**src/rtl/riscv_pkg.sv**
```systemverilog
// Shared RISC-V front-end types and constants.
// Fetch entries and default reset/NOP values.
package riscv_pkg;

  localparam logic HIGH = 1'b1;
  localparam logic LOW  = 1'b0;

  localparam int XLEN = 32;

  localparam logic [XLEN-1:0] RESET_VECTOR_DEFAULT    = 32'h0000_0000;
  localparam logic [XLEN-1:0] NOP_INSTRUCTION_DEFAULT = 32'h0000_0013;
  localparam logic [XLEN-1:0] PC_INCREMENT            = 32'd4;

  typedef struct packed {
    logic [XLEN-1:0] pc;
    logic [XLEN-1:0] instruction;
  } fetch_entry_t;

  function automatic logic [XLEN-1:0] align_word(
    input logic [XLEN-1:0] addr
  );
    return {addr[XLEN-1:2], 2'b00};
  endfunction

endpackage

```
**src/rtl/fetch_queue.sv**
```systemverilog
// Small synchronous FIFO of fetch entries.
// Flush clears occupancy and pointers in one cycle.
module fetch_queue
  import riscv_pkg::*;
#(
  parameter int DEPTH = 2
) (
  input  logic         clk,
  input  logic         rst_n,
  input  logic         push,
  input  logic         pop,
  input  logic         flush,
  input  fetch_entry_t wr_entry,
  output logic         full,
  output logic         empty,
  output fetch_entry_t head
);

  localparam int PW = $clog2(DEPTH);
  localparam int CW = PW + 1;
  localparam logic [CW-1:0] FULL_COUNT = CW'(DEPTH);

  logic [PW-1:0] wr_ptr;
  logic [PW-1:0] rd_ptr;
  logic [CW-1:0] count;
  fetch_entry_t  mem [DEPTH];

  always_ff @(posedge clk or negedge rst_n) begin
    if (!rst_n) begin
      wr_ptr <= '0;
      rd_ptr <= '0;
      count  <= '0;
    end else if (flush) begin
      wr_ptr <= '0;
      rd_ptr <= '0;
      count  <= '0;
    end else begin
      if (push) wr_ptr <= wr_ptr + PW'(1);
      if (pop)  rd_ptr <= rd_ptr + PW'(1);
      unique case ({push, pop})
        2'b10:   count <= count + CW'(1);
        2'b01:   count <= count - CW'(1);
        default: count <= count;
      endcase
    end
  end

  // Storage needs no reset; head is masked upstream while empty.
  always_ff @(posedge clk) begin
    if (push && !flush) mem[wr_ptr] <= wr_entry;
  end

  assign head  = mem[rd_ptr];
  assign full  = (count == FULL_COUNT);
  assign empty = (count == '0);

endmodule

```
**src/rtl/instruction_fetch_unit.sv**
```systemverilog
// Fetch front end: owns the PC, queues cache data,
// hands {pc, instruction} to decode, applies redirects.
module instruction_fetch_unit
  import riscv_pkg::*;
#(
  parameter logic [31:0] RESET_VECTOR    = RESET_VECTOR_DEFAULT,
  parameter int          QUEUE_DEPTH     = 2,
  parameter logic [31:0] NOP_INSTRUCTION = NOP_INSTRUCTION_DEFAULT
) (
  input  logic        CLK,
  input  logic        RESET_N,
  output logic [31:0] PC,
  output logic        INSTRUCTION_CACHE_STALL,
  input  logic [31:0] INSTRUCTION,
  input  logic        INSTRUCTION_CACHE_READY,
  input  logic        BRANCH_TAKEN,
  input  logic [31:0] BRANCH_TARGET,
  input  logic        DECODE_STALL,
  output logic        ID_VALID,
  output logic [31:0] ID_PC,
  output logic [31:0] ID_INSTRUCTION
);

  logic         full;
  logic         empty;
  logic         push;
  logic         pop;
  logic [31:0]  pc_q;
  fetch_entry_t wr_entry;
  fetch_entry_t head;

  // Redirect wins over both queue events.
  assign push = INSTRUCTION_CACHE_READY && !full && !BRANCH_TAKEN;
  assign pop  = !empty && !DECODE_STALL && !BRANCH_TAKEN;

  assign wr_entry.pc          = pc_q;
  assign wr_entry.instruction = INSTRUCTION;

  always_ff @(posedge CLK or negedge RESET_N) begin
    if (!RESET_N) begin
      pc_q <= RESET_VECTOR;
    end else if (BRANCH_TAKEN) begin
      pc_q <= align_word(BRANCH_TARGET);
    end else if (push) begin
      pc_q <= pc_q + PC_INCREMENT;
    end
  end

  fetch_queue #(
    .DEPTH (QUEUE_DEPTH)
  ) u_queue (
    .clk      (CLK),
    .rst_n    (RESET_N),
    .push     (push),
    .pop      (pop),
    .flush    (BRANCH_TAKEN),
    .wr_entry (wr_entry),
    .full     (full),
    .empty    (empty),
    .head     (head)
  );

  assign PC                      = pc_q;
  assign INSTRUCTION_CACHE_STALL = full;
  assign ID_VALID                = empty ? LOW : HIGH;
  assign ID_PC                   = empty ? '0 : head.pc;
  assign ID_INSTRUCTION          = empty ? NOP_INSTRUCTION
                                         : head.instruction;

endmodule

```
**config.mk**
```make
export PLATFORM = sky130hd
export DESIGN_NAME = instruction_fetch_unit
export DESIGN_NICKNAME = d
export VERILOG_FILES = /design/src/rtl/riscv_pkg.sv /design/src/rtl/fetch_queue.sv /design/src/rtl/instruction_fetch_unit.sv
export SDC_FILE = /design/constraint.sdc
export NUM_CORES = 1
export LEC_CHECK = 0
export CAP_MARGIN = 25
export CORE_MARGIN = 1.5
export CORE_UTILIZATION = 58
export DETAILED_ROUTE_END_ITERATION = 6
export DONT_BUFFER_PORTS = 1
export GPL_ROUTABILITY_DRIVEN = 0
export PLACE_DENSITY = 0.84
export SLEW_MARGIN = 20
export SYNTH_ARGS = -nofsm -noshare
export SYNTH_HDL_FRONTEND = slang
export SYNTH_SLANG_ARGS = --single-unit
```
**constraint.sdc**
```tcl
create_clock -name CLK -period 14.4 [get_ports CLK]
set_input_delay 1.44 -clock CLK [delete_from_list [all_inputs] [get_ports CLK]]
set_output_delay 1.44 -clock CLK [all_outputs]
set_load 0.01 [all_outputs]
```
Word-level counts from Yosys, hierarchy flattened
Memories as Yosys holds them, arrays and structs flattened. Index checks and enable logic that the tools add are counted.

Register bits after elaboration: 36. Bits in writable memories: 128. Input bits: 69. Output and inout bits: 98. Logic and storage cells: 39. Memories: 1.

Memories: u_queue.mem (depth 2, width 64, read ports 1, clocked after Yosys merged registers in 0, write ports 1, line fetch_queue.sv:26) `fetch_entry_t mem [DEPTH];`.

$add $sub $neg: 5. Equality and inequality tests: 3. Mux-type cells: 13. Reductions and logical operators: 13.

Operator list (number): $mux W32 (4); $add A32 B3 Y32 const B (1); $mux W1 (7); $logic_and A1 B1 Y1 (5); $eq A2 B2 Y1 const B (2); $logic_not A1 Y1 (4); $pmux W2 S2 (1); $reduce_bool A2 Y1 (2); $reduce_bool A3 Y1 (1); $add A1 B1 Y1 const B (2); $add A2 B1 Y2 const B (1); $eq A2 B1 Y1 const B (1); $logic_not A2 Y1 (1); $mux W2 (1); $sub A2 B1 Y2 const B (1).

Longest topological paths before layout
Depth after elaboration: 7. Mapped depth: 7.

Cells and area by module
Synthesis repeated with hierarchy kept, for this count alone.

Cells, all modules: 500. Area total of the unflattened synthesis: 7273.2 um^2.

By module, submodules not included: fetch_queue (instances 1, cells an instance 220, area each 5038.6 um^2); instruction_fetch_unit (instances 1, cells an instance 280, area each 2234.6 um^2).

Worst setup path before layout
Ideal clock, no wire load.

Kind: input-to-reg. From: input port INSTRUCTION_CACHE_READY. To: memory u_queue.mem[1][0] in the netlist's numbering, enable pin. Arrival: 6364 ps. Path slack: 7465 ps. Cell stages on the path: 3. Buffers on the path: 1. Cell sequence: buf_2 > nand2_1 > nor3b_1.

Longest elaborated chain between the ends: 5.

RTL lines: start: declaration (line instruction_fetch_unit.sv:15) `input logic INSTRUCTION_CACHE_READY,`; $logic_and A1 B1 Y1 (2 in a row) (line instruction_fetch_unit.sv:33) `assign push = INSTRUCTION_CACHE_READY && !full && !BRANCH_TAKEN;`; $logic_and A1 B1 Y1 (line fetch_queue.sv:50) `if (push && !flush) mem[wr_ptr] <= wr_entry;`; $mux W1 (line fetch_queue.sv:50); $mux W1 (implied by the code) (line fetch_queue.sv:50); end: declaration (line fetch_queue.sv:26).

No other way between the ends.

Worst setup path after layout
From: register u_queue.rd_ptr. To: output port ID_INSTRUCTION[3].

Longest elaborated chain between the ends: 2.

RTL lines: start: declaration (line fetch_queue.sv:24) `logic [PW-1:0] rd_ptr;`; start signal: assignment (line fetch_queue.sv:39) `if (pop) rd_ptr <= rd_ptr + PW'(1);`; $mem_v2 Z2 W64; $mux W32 (line instruction_fetch_unit.sv:67) `assign ID_INSTRUCTION = empty ? NOP_INSTRUCTION`; end: declaration (line instruction_fetch_unit.sv:21) `output logic [31:0] ID_INSTRUCTION`.

No other way between the ends.

==> metrics.md <==
| Metric | Value |
|---|---|
| CTS tree | built |
| Slew Viols, Final | 0 |
| Row count | 38 |
| Htree depth | 4 |
| CTS max path bufs | 2 |
| Die width | 110 µm |
| Worst skew pair latency | 0.41 ns |
| Die Span Y | 110 µm |
| Yosys top cell area share | 0.559 |
| Top cells by area, synth | edfxtp_1 (56%), dfrtp_1 (13%), mux2i_1 (9.5%) |
| Critical path data arrival time | 1.95 ns |
| Synth Instances | 488 |
| Highest clock rate | 0.295 GHz |
| Area leader, netlist | edfxtp_1 |
| Clk_skew | 0.0117 ns |
| IO buf count | 0 |
| RSZ-0062 raised after global routing | no |
| First-pass iteration count of the detailed router | 6 |
| Layout Nets | 559 |
| Sink Count | 158 |
| Core Util, Final | 0.669 |
| Largest net degree at the start of global routing | 65 |
| Hold Crit Depth | 2 |
| Ports | 167 |
| Final min period | 3.39 ns |
| Mapped Area | 0.00666 mm² |
| Postcts setup bufs | 0 |
| Final WL | 13000 µm |
| Flop-to-flop setup slack | 12.11 ns |
| Area growth syn-to-layout | 10.7% |
| Via count | 3773 |
| Max Cap Violations | 0 |
| Die Area | 0.0121 mm² |
| Final hold viol count | 0 |
| Endpoints failing setup | 0 |
| Worst r2r dst | PC[31]$_DFFE_PN0P_ |
| FF+latch count, synth | 158 |
| End of the critical path | ID_INSTRUCTION[3] |
| Post-cts sizing count | 0 |
| Clk slew on worst S/H paths | 0.06 ns |
| CP endpoint kind | primary output |
| Crit path kind | reg2out |
| Residual DRC | 0 |
| Synth warn | 0 |
| DP HPWL | 8370 µm |
| Avg Cell Area, Syn | 13.7 µm² |
| Critical Path Fanout Max | 39 |
| GRT Total Usage | 0.221 |
| Worst EP required | 12.96 ns |
| Global-route wire length before repair | 19500 µm |
| Average wire per standard cell | 20.2 µm |
| Via density | 5.88 |
| Status | finished, final reports clean |
| Finished Cell Area | 0.00738 mm² |
| Core ar. | 0.0110 mm² |
| Placed cell areas | 0.00677 mm² |
| Antenna Violating Nets Remaining | 0 |
| Initial Util | 0.604 |
| Worst hold-check path type | reg2reg |
| Pwr/cell area | 144 mW/mm² |
| Register area share after synthesis | 0.687 |
| Total CTS buffers | 17 |
| CTS root buffer | clkbuf_16 |
| Gr ovfl total | 0 |
| Register-to-Register Path Depth | 6 |
| Worst vdd ir | 70.5 µV |
| Worst slew margin | 0.530 |
| Initial antenna violation count | 0 |
| Post-synth cell types | 43 |
| Hold buffers post-CTS | 0 |
| Tcrit/Tclk final | 0.236 |
| Static Leak | 2.52 nW |
| Vias in the first global route | 3748 |
| Worst slew pin tran | 0.704 ns |
| RR Startpoint | u_queue.count[1]$_DFFE_PN0P_ |
| Share of cells above drive strength 1 | 0.102 |
| Critical Path Start Type | register |
| Setup TNS | 0 ns |
| Initial detailed-routing violation count | 203 |
| Crit path launch | u_queue.rd_ptr$_DFFE_PN0P_ |
| Diodes inserted | 0 |
placed cells by master, fill, tap and decap left out, drive strengths merged, types with 2 or more instances in the layout:
cell type | netlist | routed
nor3 | 4 | 4
or3 | 2 | 2
a31oi | 3 | 3
clkbuf | 13 | 21
nand3 | 14 | 14
nand4 | 10 | 10
conb | 1 | 4
inv | 7 | 7
nand2 | 42 | 42
o21ai | 29 | 29
clkinv | 0 | 5
mux2i | 63 | 63
dfrtp | 34 | 34
edfxtp | 124 | 124
buf | 14 | 6
mux2 | 2 | 2
bufinv | 0 | 3
nor4 | 7 | 7
xor2 | 13 | 13
and4 | 6 | 6
clkinvlp | 0 | 3
xnor2 | 15 | 15
and3 | 7 | 7
nor3b | 2 | 2
nor2 | 65 | 65
Yosys cell counts (all sizes together):
library cell / count
edfxtp: 124
nor2: 65
mux2i: 63
nand2: 42
dfrtp: 34
o21ai: 29
xnor2: 15
buf: 14
nand3: 14
clkbuf: 13
xor2: 13
nand4: 10
and3: 7
inv: 7
nor4: 7
and4: 6
nor3: 4
a31oi: 3
mux2: 2
nor3b: 2
or3: 2
a21oi: 1
a32oi: 1
and2: 1
and4b: 1
conb: 1
ha: 1
nand3b: 1
nor4b: 1
o21bai: 1
o31ai: 1
or2b: 1
or4: 1
per-layer routing:
| layer | up-vias | share of wire | wire (µm) | track usage |
|---|---|---|---|---|
| li1 | 1765 | - | - | - |
| met1 | 1832 | 0.38 | 4980 | 0.249 |
| met2 | 161 | 0.49 | 6340 | 0.365 |
| met3 | 15 | 0.12 | 1500 | 0.116 |
| met4 | 0 | 0.011 | 142 | 0.0678 |
| met5 | - | 0 | 0 | 0 |
report_power, final:
group	leakage (nW)	internal [mW]	switching [mW]
registers	1.55	0.522	0.0302
logic	0.684	0.0256	0.0437
clock network	0.277	0.272	0.167
metrics by stage:
stage	hold WS [ns]	instances	total power [mW]	setup WS (ns)
5_1_grt	0.641	642	1.10	10.86
3_5_place_dp	0.564	609	0.631	11.30
6_report	0.580	642	1.06	11.01
3_3_place_gp	0.554	609	0.626	11.32
4_1_cts	0.580	641	1.07	10.85
2_1_floorplan	0.519	491	0.614	7.47
layout make-up:
cell class | instances | area, µm²
Sequential cell | 158 | 4580
Clock buffer | 21 | 440
Clock inverter | 11 | 145
Fill cell | 801 | 3650
Timing Repair Buffer | 6 | 57.6
Tap cell | 140 | 175
Inverter | 7 | 26.3
Multi-Input combinational cell | 299 | 1950
worst min path at each step:
stage / start / end / slack [ns]
after floorplan: u_queue.wr_ptr$_DFFE_PN0P_ / u_queue.wr_ptr$_DFFE_PN0P_ / 0.52
after global placement: u_queue.wr_ptr$_DFFE_PN0P_ / u_queue.wr_ptr$_DFFE_PN0P_ / 0.55
after detailed placement: u_queue.wr_ptr$_DFFE_PN0P_ / u_queue.wr_ptr$_DFFE_PN0P_ / 0.56
after CTS: u_queue.wr_ptr$_DFFE_PN0P_ / u_queue.wr_ptr$_DFFE_PN0P_ / 0.58
after global routing: u_queue.wr_ptr$_DFFE_PN0P_ / u_queue.wr_ptr$_DFFE_PN0P_ / 0.64
final: u_queue.wr_ptr$_DFFE_PN0P_ / u_queue.wr_ptr$_DFFE_PN0P_ / 0.58
flip-flops by register name, indices dropped and copies added (netlist names):
register,count
u_queue.mem,124
PC,30
u_queue.count,2
u_queue.rd_ptr,1
u_queue.wr_ptr,1
logic make-up (layout without fill, tap and decap cells):
family / count (synthesis) / in the layout / share of synthesized area
and+or+nand+nor: 165 / 165 / 0.123
muxes: 65 / 65 / 0.0980
adders and majority gates: 1 / 1 / 0.00188
other: 1 / 4 / 0.000563
AOI/OAI and AO/OA: 36 / 36 / 0.0289
buffers and inverters: 34 / 45 / 0.0244
DFF: 158 / 158 / 0.687
xor gates and xnor gates: 28 / 28 / 0.0368
worst max-delay path, stage by stage (launching register included):
cell and delay [ns]:
dfrtp_4 0.88, buf_12 0.29, mux2i_1 0.25, nor2_1 0.11
(Power assumes the default switching activity.)
